$ cat src/rtl/cga_pkg.sv
// Shared encodings and default sizes for the Cartesian GA controller and its sort stage.
package cga_pkg;

  localparam logic [2:0] CTRL_SORT = 3'b010;

  typedef enum logic [3:0] {
    IDLE_sortFSM      = 4'b0000,
    LOAD_sortFSM      = 4'b0001,
    LOAD_LAST_sortFSM = 4'b0010,
    COMPARE_sortFSM   = 4'b0011,
    PASS_END_sortFSM  = 4'b0100,
    finished_sortFSM  = 4'b1000
  } sort_state_e;

  localparam int POP_SIZE_DEF = 8;
  localparam int FIT_W_DEF    = 8;
  localparam int IDX_W_DEF    = 3;

endpackage

$ cat src/rtl/cga_cmp_swap.sv
// Compare-and-swap cell: orders two {fitness, index} pairs so the fitter one comes first.
// Ties keep the incoming order, which keeps the bubble sort stable.
module cga_cmp_swap #(
  parameter int FIT_W = 8,
  parameter int IDX_W = 3
) (
  input  logic [FIT_W-1:0] i_a_fit,
  input  logic [IDX_W-1:0] i_a_idx,
  input  logic [FIT_W-1:0] i_b_fit,
  input  logic [IDX_W-1:0] i_b_idx,
  output logic [FIT_W-1:0] o_first_fit,
  output logic [IDX_W-1:0] o_first_idx,
  output logic [FIT_W-1:0] o_second_fit,
  output logic [IDX_W-1:0] o_second_idx,
  output logic             o_swap
);

  logic w_swap;

  assign w_swap       = (i_b_fit > i_a_fit);
  assign o_swap       = w_swap;
  assign o_first_fit  = w_swap ? i_b_fit : i_a_fit;
  assign o_first_idx  = w_swap ? i_b_idx : i_a_idx;
  assign o_second_fit = w_swap ? i_a_fit : i_b_fit;
  assign o_second_idx = w_swap ? i_a_idx : i_b_idx;

endmodule

$ cat src/rtl/cga_sort_fsm.sv
// Population sorter: loads fitness, bubble-sorts descending into a rank table.
// Build option SORT_EARLY_EXIT_EN ends the sort after the first pass without swaps.
module cga_sort_fsm
  import cga_pkg::*;
#(
  parameter int POP_SIZE = POP_SIZE_DEF,
  parameter int FIT_W    = FIT_W_DEF,
  parameter int IDX_W    = IDX_W_DEF
) (
  input  logic             CLOCK_50,
  input  logic             reset_n,
  input  logic [2:0]       state_controller,
  output logic             fit_rd_en,
  output logic [IDX_W-1:0] fit_addr,
  input  logic [FIT_W-1:0] fit_data,
  input  logic [IDX_W-1:0] rank_addr,
  output logic [IDX_W-1:0] rank_idx,
  output logic [IDX_W-1:0] best_idx,
  output logic [FIT_W-1:0] best_fitness,
  output logic [3:0]       state_sortFSM
);

  localparam logic [IDX_W-1:0] K_LAST = IDX_W'(POP_SIZE - 1);
  localparam logic [IDX_W-1:0] J_LAST = IDX_W'(POP_SIZE - 2);
  localparam logic [IDX_W-1:0] P_LAST = IDX_W'(POP_SIZE - 2);

  sort_state_e      r_state, w_state_nxt;
  logic [IDX_W-1:0] r_k, r_j, r_p;
  logic             r_swapped;
  logic [FIT_W-1:0] r_fit [POP_SIZE];
  logic [IDX_W-1:0] r_idx [POP_SIZE];
  logic [IDX_W-1:0] r_best_idx;
  logic [FIT_W-1:0] r_best_fit;

  logic             w_go, w_last_pass, w_swap;
  logic [IDX_W-1:0] w_j1, w_km1;
  logic [FIT_W-1:0] w_first_fit, w_second_fit;
  logic [IDX_W-1:0] w_first_idx, w_second_idx;

  assign w_go  = (state_controller == CTRL_SORT);
  assign w_j1  = r_j + IDX_W'(1);
  assign w_km1 = r_k - IDX_W'(1);

`ifdef SORT_EARLY_EXIT_EN
  assign w_last_pass = (r_p == P_LAST) || !r_swapped;
`else
  assign w_last_pass = (r_p == P_LAST);
`endif

  cga_cmp_swap #(.FIT_W(FIT_W), .IDX_W(IDX_W)) u_cmp_swap (
    .i_a_fit      (r_fit[r_j]),
    .i_a_idx      (r_idx[r_j]),
    .i_b_fit      (r_fit[w_j1]),
    .i_b_idx      (r_idx[w_j1]),
    .o_first_fit  (w_first_fit),
    .o_first_idx  (w_first_idx),
    .o_second_fit (w_second_fit),
    .o_second_idx (w_second_idx),
    .o_swap       (w_swap)
  );

  always_ff @(posedge CLOCK_50 or negedge reset_n) begin
    if (!reset_n) r_state <= IDLE_sortFSM;
    else          r_state <= w_state_nxt;
  end

  always_comb begin
    w_state_nxt = r_state;
    case (r_state)
      IDLE_sortFSM:      if (w_go) w_state_nxt = LOAD_sortFSM;
      LOAD_sortFSM:      if (!w_go) w_state_nxt = IDLE_sortFSM;
                         else if (r_k == K_LAST) w_state_nxt = LOAD_LAST_sortFSM;
      LOAD_LAST_sortFSM: w_state_nxt = w_go ? COMPARE_sortFSM : IDLE_sortFSM;
      COMPARE_sortFSM:   if (!w_go) w_state_nxt = IDLE_sortFSM;
                         else if (r_j == J_LAST) w_state_nxt = PASS_END_sortFSM;
      PASS_END_sortFSM:  if (!w_go) w_state_nxt = IDLE_sortFSM;
                         else w_state_nxt = w_last_pass ? finished_sortFSM : COMPARE_sortFSM;
      finished_sortFSM:  if (!w_go) w_state_nxt = IDLE_sortFSM;
      default:           w_state_nxt = IDLE_sortFSM;
    endcase
  end

  // Rank table is re-initialised only when a new sort starts, so it survives the return to IDLE.
  always_ff @(posedge CLOCK_50 or negedge reset_n) begin
    if (!reset_n) begin
      r_k        <= '0;
      r_j        <= '0;
      r_p        <= '0;
      r_swapped  <= 1'b0;
      r_best_idx <= '0;
      r_best_fit <= '0;
      for (int i = 0; i < POP_SIZE; i++) begin
        r_fit[i] <= '0;
        r_idx[i] <= IDX_W'(i);
      end
    end else begin
      case (r_state)
        IDLE_sortFSM: begin
          r_k       <= '0;
          r_j       <= '0;
          r_p       <= '0;
          r_swapped <= 1'b0;
          if (w_go) begin
            for (int i = 0; i < POP_SIZE; i++) r_idx[i] <= IDX_W'(i);
          end
        end
        LOAD_sortFSM: if (w_go) begin
          r_k <= r_k + IDX_W'(1);
          if (r_k != '0) r_fit[w_km1] <= fit_data;
        end
        LOAD_LAST_sortFSM: if (w_go) begin
          r_fit[POP_SIZE-1] <= fit_data;
          r_swapped         <= 1'b0;
          r_j               <= '0;
        end
        COMPARE_sortFSM: if (w_go) begin
          r_fit[r_j]  <= w_first_fit;
          r_idx[r_j]  <= w_first_idx;
          r_fit[w_j1] <= w_second_fit;
          r_idx[w_j1] <= w_second_idx;
          if (w_swap) r_swapped <= 1'b1;
          r_j <= w_j1;
        end
        PASS_END_sortFSM: if (w_go) begin
          r_p       <= r_p + IDX_W'(1);
          r_j       <= '0;
          r_swapped <= 1'b0;
          if (w_last_pass) begin
            r_best_idx <= r_idx[0];
            r_best_fit <= r_fit[0];
          end
        end
        default: ;
      endcase
    end
  end

  always_comb begin
    rank_idx = '0;
    if (32'(rank_addr) < POP_SIZE) rank_idx = r_idx[rank_addr];
  end

  assign fit_rd_en     = (r_state == LOAD_sortFSM) && w_go;
  assign fit_addr      = (r_state == LOAD_sortFSM) ? r_k : '0;
  assign best_idx      = r_best_idx;
  assign best_fitness  = r_best_fit;
  assign state_sortFSM = r_state;

endmodule

$ cat config.mk
export PLATFORM = sky130hd
export DESIGN_NAME = cga_sort_fsm
export DESIGN_NICKNAME = d
export VERILOG_FILES = /design/src/rtl/cga_pkg.sv /design/src/rtl/cga_cmp_swap.sv /design/src/rtl/cga_sort_fsm.sv
export SDC_FILE = /design/constraint.sdc
export NUM_CORES = 1
export LEC_CHECK = 0
export CAP_MARGIN = 20
export CORE_MARGIN = 4
export CORE_UTILIZATION = 40
export CTS_CLUSTER_DIAMETER = 40
export DETAILED_ROUTE_END_ITERATION = 10
export MAX_ROUTING_LAYER = met4
export SYNTH_ARGS = -nofsm -noshare
export SYNTH_HDL_FRONTEND = slang
export SYNTH_SLANG_ARGS = --single-unit
$ cat constraint.sdc
create_clock -name CLOCK_50 -period 4.5 [get_ports CLOCK_50]
set_clock_uncertainty 0.2 [all_clocks]
set_input_delay 0.9 -clock CLOCK_50 [delete_from_list [all_inputs] [get_ports CLOCK_50]]
set_output_delay 0.9 -clock CLOCK_50 [all_outputs]
set_load 0.01 [all_outputs]
==> results <==
- During placement, the flow inserted port buffers numbering 37.
- Buffers inserted to repair hold after CTS numbered 0.
- Each instance of the synthesized netlist takes up on average 8.62 sq um.
- The HPWL after detailed placement is 26500 um.
- The master cell of the clock root buffer is clkbuf_16.
- Yosys printed 0 warnings.
- For this block, the initial DRC count from the detailed router was 1188.
- At the worst endpoint, the required time is 4530 ps.
- Setup repair after global routing left no endpoint under its margin.
- The pin count of the biggest net entering global routing is 72.
- The die covers 25100 sq um.
- The worst setup path is captured at a flip-flop.
- The number of buffers created by CTS is 9.
- The final-report hold violation count came to 0.
- Counting every sink on the clock net gives 112.
- The worst path in the final design needs a cycle of approximately 4300 ps, including I/O delays and setup.
- The post-synthesis net count is 1083.
- The die is around 160 um wide.
- Before antenna repair, the detailed router went through 6 iterations.
- The effective utilization at floorplan is 41.1%.
- The tool flagged a number of max-cap violations equal to 0.
- The first global-routing pass estimated between 50000 and 60000 um of wire.
- For met3 alone, demand over resource in global routing was 5.82%.
- The last weighted congestion value of the routability-driven placer is roughly 1.0.
- The average wire length per cell after detail routing is about 27 um.
- The final critical path takes up 96.4% of the cycle.
- The category of the most critical setup path is reg2reg.
- The number of cells produced by synthesis is roughly 1.1k.
- The global routing stage identified its most utilized layer as met2.
- The worst hold-check slack is just over 300 ps.
- The path class of the tightest hold or removal check is reg2reg.
- During I/O placement, the number of pins put on the boundary was 38.
- The all-layer global routing usage is between 30% and 40%.
- In this run the biggest area consumer among cell types represents 27.6% of the synthesized area.
- The total global routing overflow is 0.
- Counting distinct cell types in the post-synthesis netlist gives a little under 80.
- The DRC violation count after routing is 0.
- The analysis attributes to cell leakage a power of 4.13 nW.
- The post-synthesis cell area is approximately 9100 sq um.
- After floorplanning, the core was divided into 54 placement rows.
- Yosys attributes the largest share of cell area to dfrtp_1, mux4_2, o21ai_0.
- No sink is reached through more buffers than the 2 on the longest clock path.
- The number of vias per cell after detailed routing is between 6 and 7.
- Of all flip-flops after synthesis, the portion carrying an async set or reset was 100%.
- Clock-pin slew was measured on the worst setup and hold paths at around 80 ps.
- The main flop type after synthesis is dfrtp_1.
- For met2 alone, demand over resource in global routing was 44.5%.
- The antenna violation net count after detailed routing is 0.
- The later pin in the worst-skew pair is clocked with a latency of 370 ps.
- The flow ran to the end, and the final reports show no timing, DRC or antenna violations.
- The maximum ir drop on the vdd rail is 0.000616 V.
- The synthesis-to-finish area growth is 15.3%.
- The number of pins with negative max-slew slack in the final report is 0.
- The post-synthesis register bit count is 112.
- The initial antenna violation count was 0.
- The routed layout has 9498 vias.
- The die extent in y is approximately 160 um.
- For this run, the post-layout net count is 1144.
- The number of global-route vias before repair is 9168.
- Counting flops with a built-in enable in the synthesized netlist gives 0.
- The worst setup path is launched from a flip-flop.
- The worst path meets setup with 162 ps of slack.
- The total inserted antenna cells is 0.
- Setup violations remaining at the end of the flow were counted as 0.
- The design draws 6.79 mW.
- The number of inserted filler cells in the final layout is 2177.
- Of the cells placed in the final design, the portion with a size suffix greater than 1 is 19.3%.
- The worst slack after detailed placement is 119 ps.
- The dominant cell type by area after synthesis is dfrtp_1.
- The worst slew margin relative to its limit is 47.4%.
- Sequential elements use 31.1% of the synthesized area.
- The sum of negative setup slack is 0 ps.
- The clock tree from TritonCTS is yes.
- The region available for standard cell placement spans 22000 sq um.
- The aggregate routed wire length is 37100 um.
- For the pin with the worst max-slew slack, the measured transition is a little under 800 ps.
- Derived from the worst setup path, the maximum achievable clock frequency is 0.231 GHz.
- The areal power density over the cells is 650 nW/um^2.
- For this run, global-route usage on met1 was measured as 39.7%.
- The final cell utilization of the core is 47.4%.
- Of all nets on the critical path, the largest fanout is 17.
- Data on the critical path arrives at its endpoint at 4370 ps.
- The H-tree generated during clock tree synthesis spans 3 levels.
==> stage by stage <==
stage	instance area [sq um]	instances
floorplan	9060	1051
global placement	10100	1379
detailed placement	10100	1379
CTS	10400	1395
global route	10400	1397
finish	10400	1397
==> critical path: stages, from the launching register on <==
cell and delay (ps):
dfrtp_2 450, ha_1 290, xor2_2 200, buf_12 200
mux4_2 520, mux2i_2 220, inv_2 60, ha_1 300
a21oi_1 70, o21ai_0 270, a21oi_2 110, buf_4 160
nor2_2 460, nor3_1 230, a311oi_1 450
==> cell families after synthesis <==
group | after synthesis | synth area share [%]
compound gates | 371 | 27.4
xor+xnor | 3 | 0.373
fa+ha+maj | 16 | 2.21
buf+inv | 116 | 6.34
flops | 112 | 31.1
mux | 98 | 15.1
simple gates | 335 | 17.5
==> final timing paths <==
check | start | endpoint | slack, ps | depth (start not counted)
max | r_j[0] | r_idx[1] | 160 | 14
min | best_fitness[7] | best_fitness[7] | 310 | 1
max reg2reg | r_j[0] | r_idx[1] | 160 | 14
min reg2reg | best_fitness[7] | best_fitness[7] | 310 | 1
max in group asynchronous | reset_n | r_idx[12] | 2920 | 2
min in group asynchronous | reset_n | r_fit[19] | 330 | 1
==> flip-flops by register name, indices dropped and copies added, names as in the netlist <==
register	flops
r_j	3
best_idx	3
r_fit	64
best_fitness	8
r_idx	24
state_sortFSM	4
r_k	3
r_p	3
==> synth_stat cells (9+ instances only) <==
master	n
a211oi_1	11
a21oi_1	73
a221oi_1	22
a22oi_1	18
a31oi_1	25
buf_2	39
buf_4	10
clkbuf_1	33
dfrtp_1	100
dfstp_2	12
ha_1	16
inv_1	26
mux2_2	24
mux2i_1	44
mux4_2	28
nand2_1	110
nand2b_1	9
nand3_1	33
nor2_1	87
nor2b_1	11
nor3_1	33
o211ai_1	14
o21ai_0	91
o221ai_1	24
o22ai_1	22
==> routing by layer <==
layer	vias up	routed length (um)	part of all wire, %
met5	-	0	0
met4	0	2490	6.7
met3	164	3830	10
met2	665	16000	43
met1	4546	14700	40
li1	4123	-	-
==> power breakdown <==
part           internal [mW]  total (mW)  switching (mW)
clock network          0.398       0.826           0.427
registers               1.14        1.28           0.147
logic                   1.67        4.68            3.01
==> cells in the final DEF (no fill, tap or decap), types with 28 or more instances in the layout <==
cell type        netlist  final
mux2i_1               44     44
dfrtp_1              100     98
a21oi_1               73     70
buf_4                 10     98
o21ai_0               91     87
nor3_1                33     31
nand3_1               33     33
nor2_1                87     84
nand2_1              110    109
mux4_2                28     28
clkdlybuf4s50_1        0     36
==> layout make-up <==
type	count	area, sq um	share of cell area, %
sequential	112	2820	27.0
inverter	27	101	0.970
clock inverter	5	38.8	0.371
clock buffer	11	243	2.32
tap	280	350	3.35
multi-input combinational	824	5720	54.7
timing repair buffer	138	1180	11.3
==> what timing repair did <==
item,in CTS,in global routing
setup buffers,0,1
hold endpoints to repair,0,0
resized for setup,0,11
setup endpoints to repair,0,25
No activity file was read; power rests on OpenSTA's default activity.
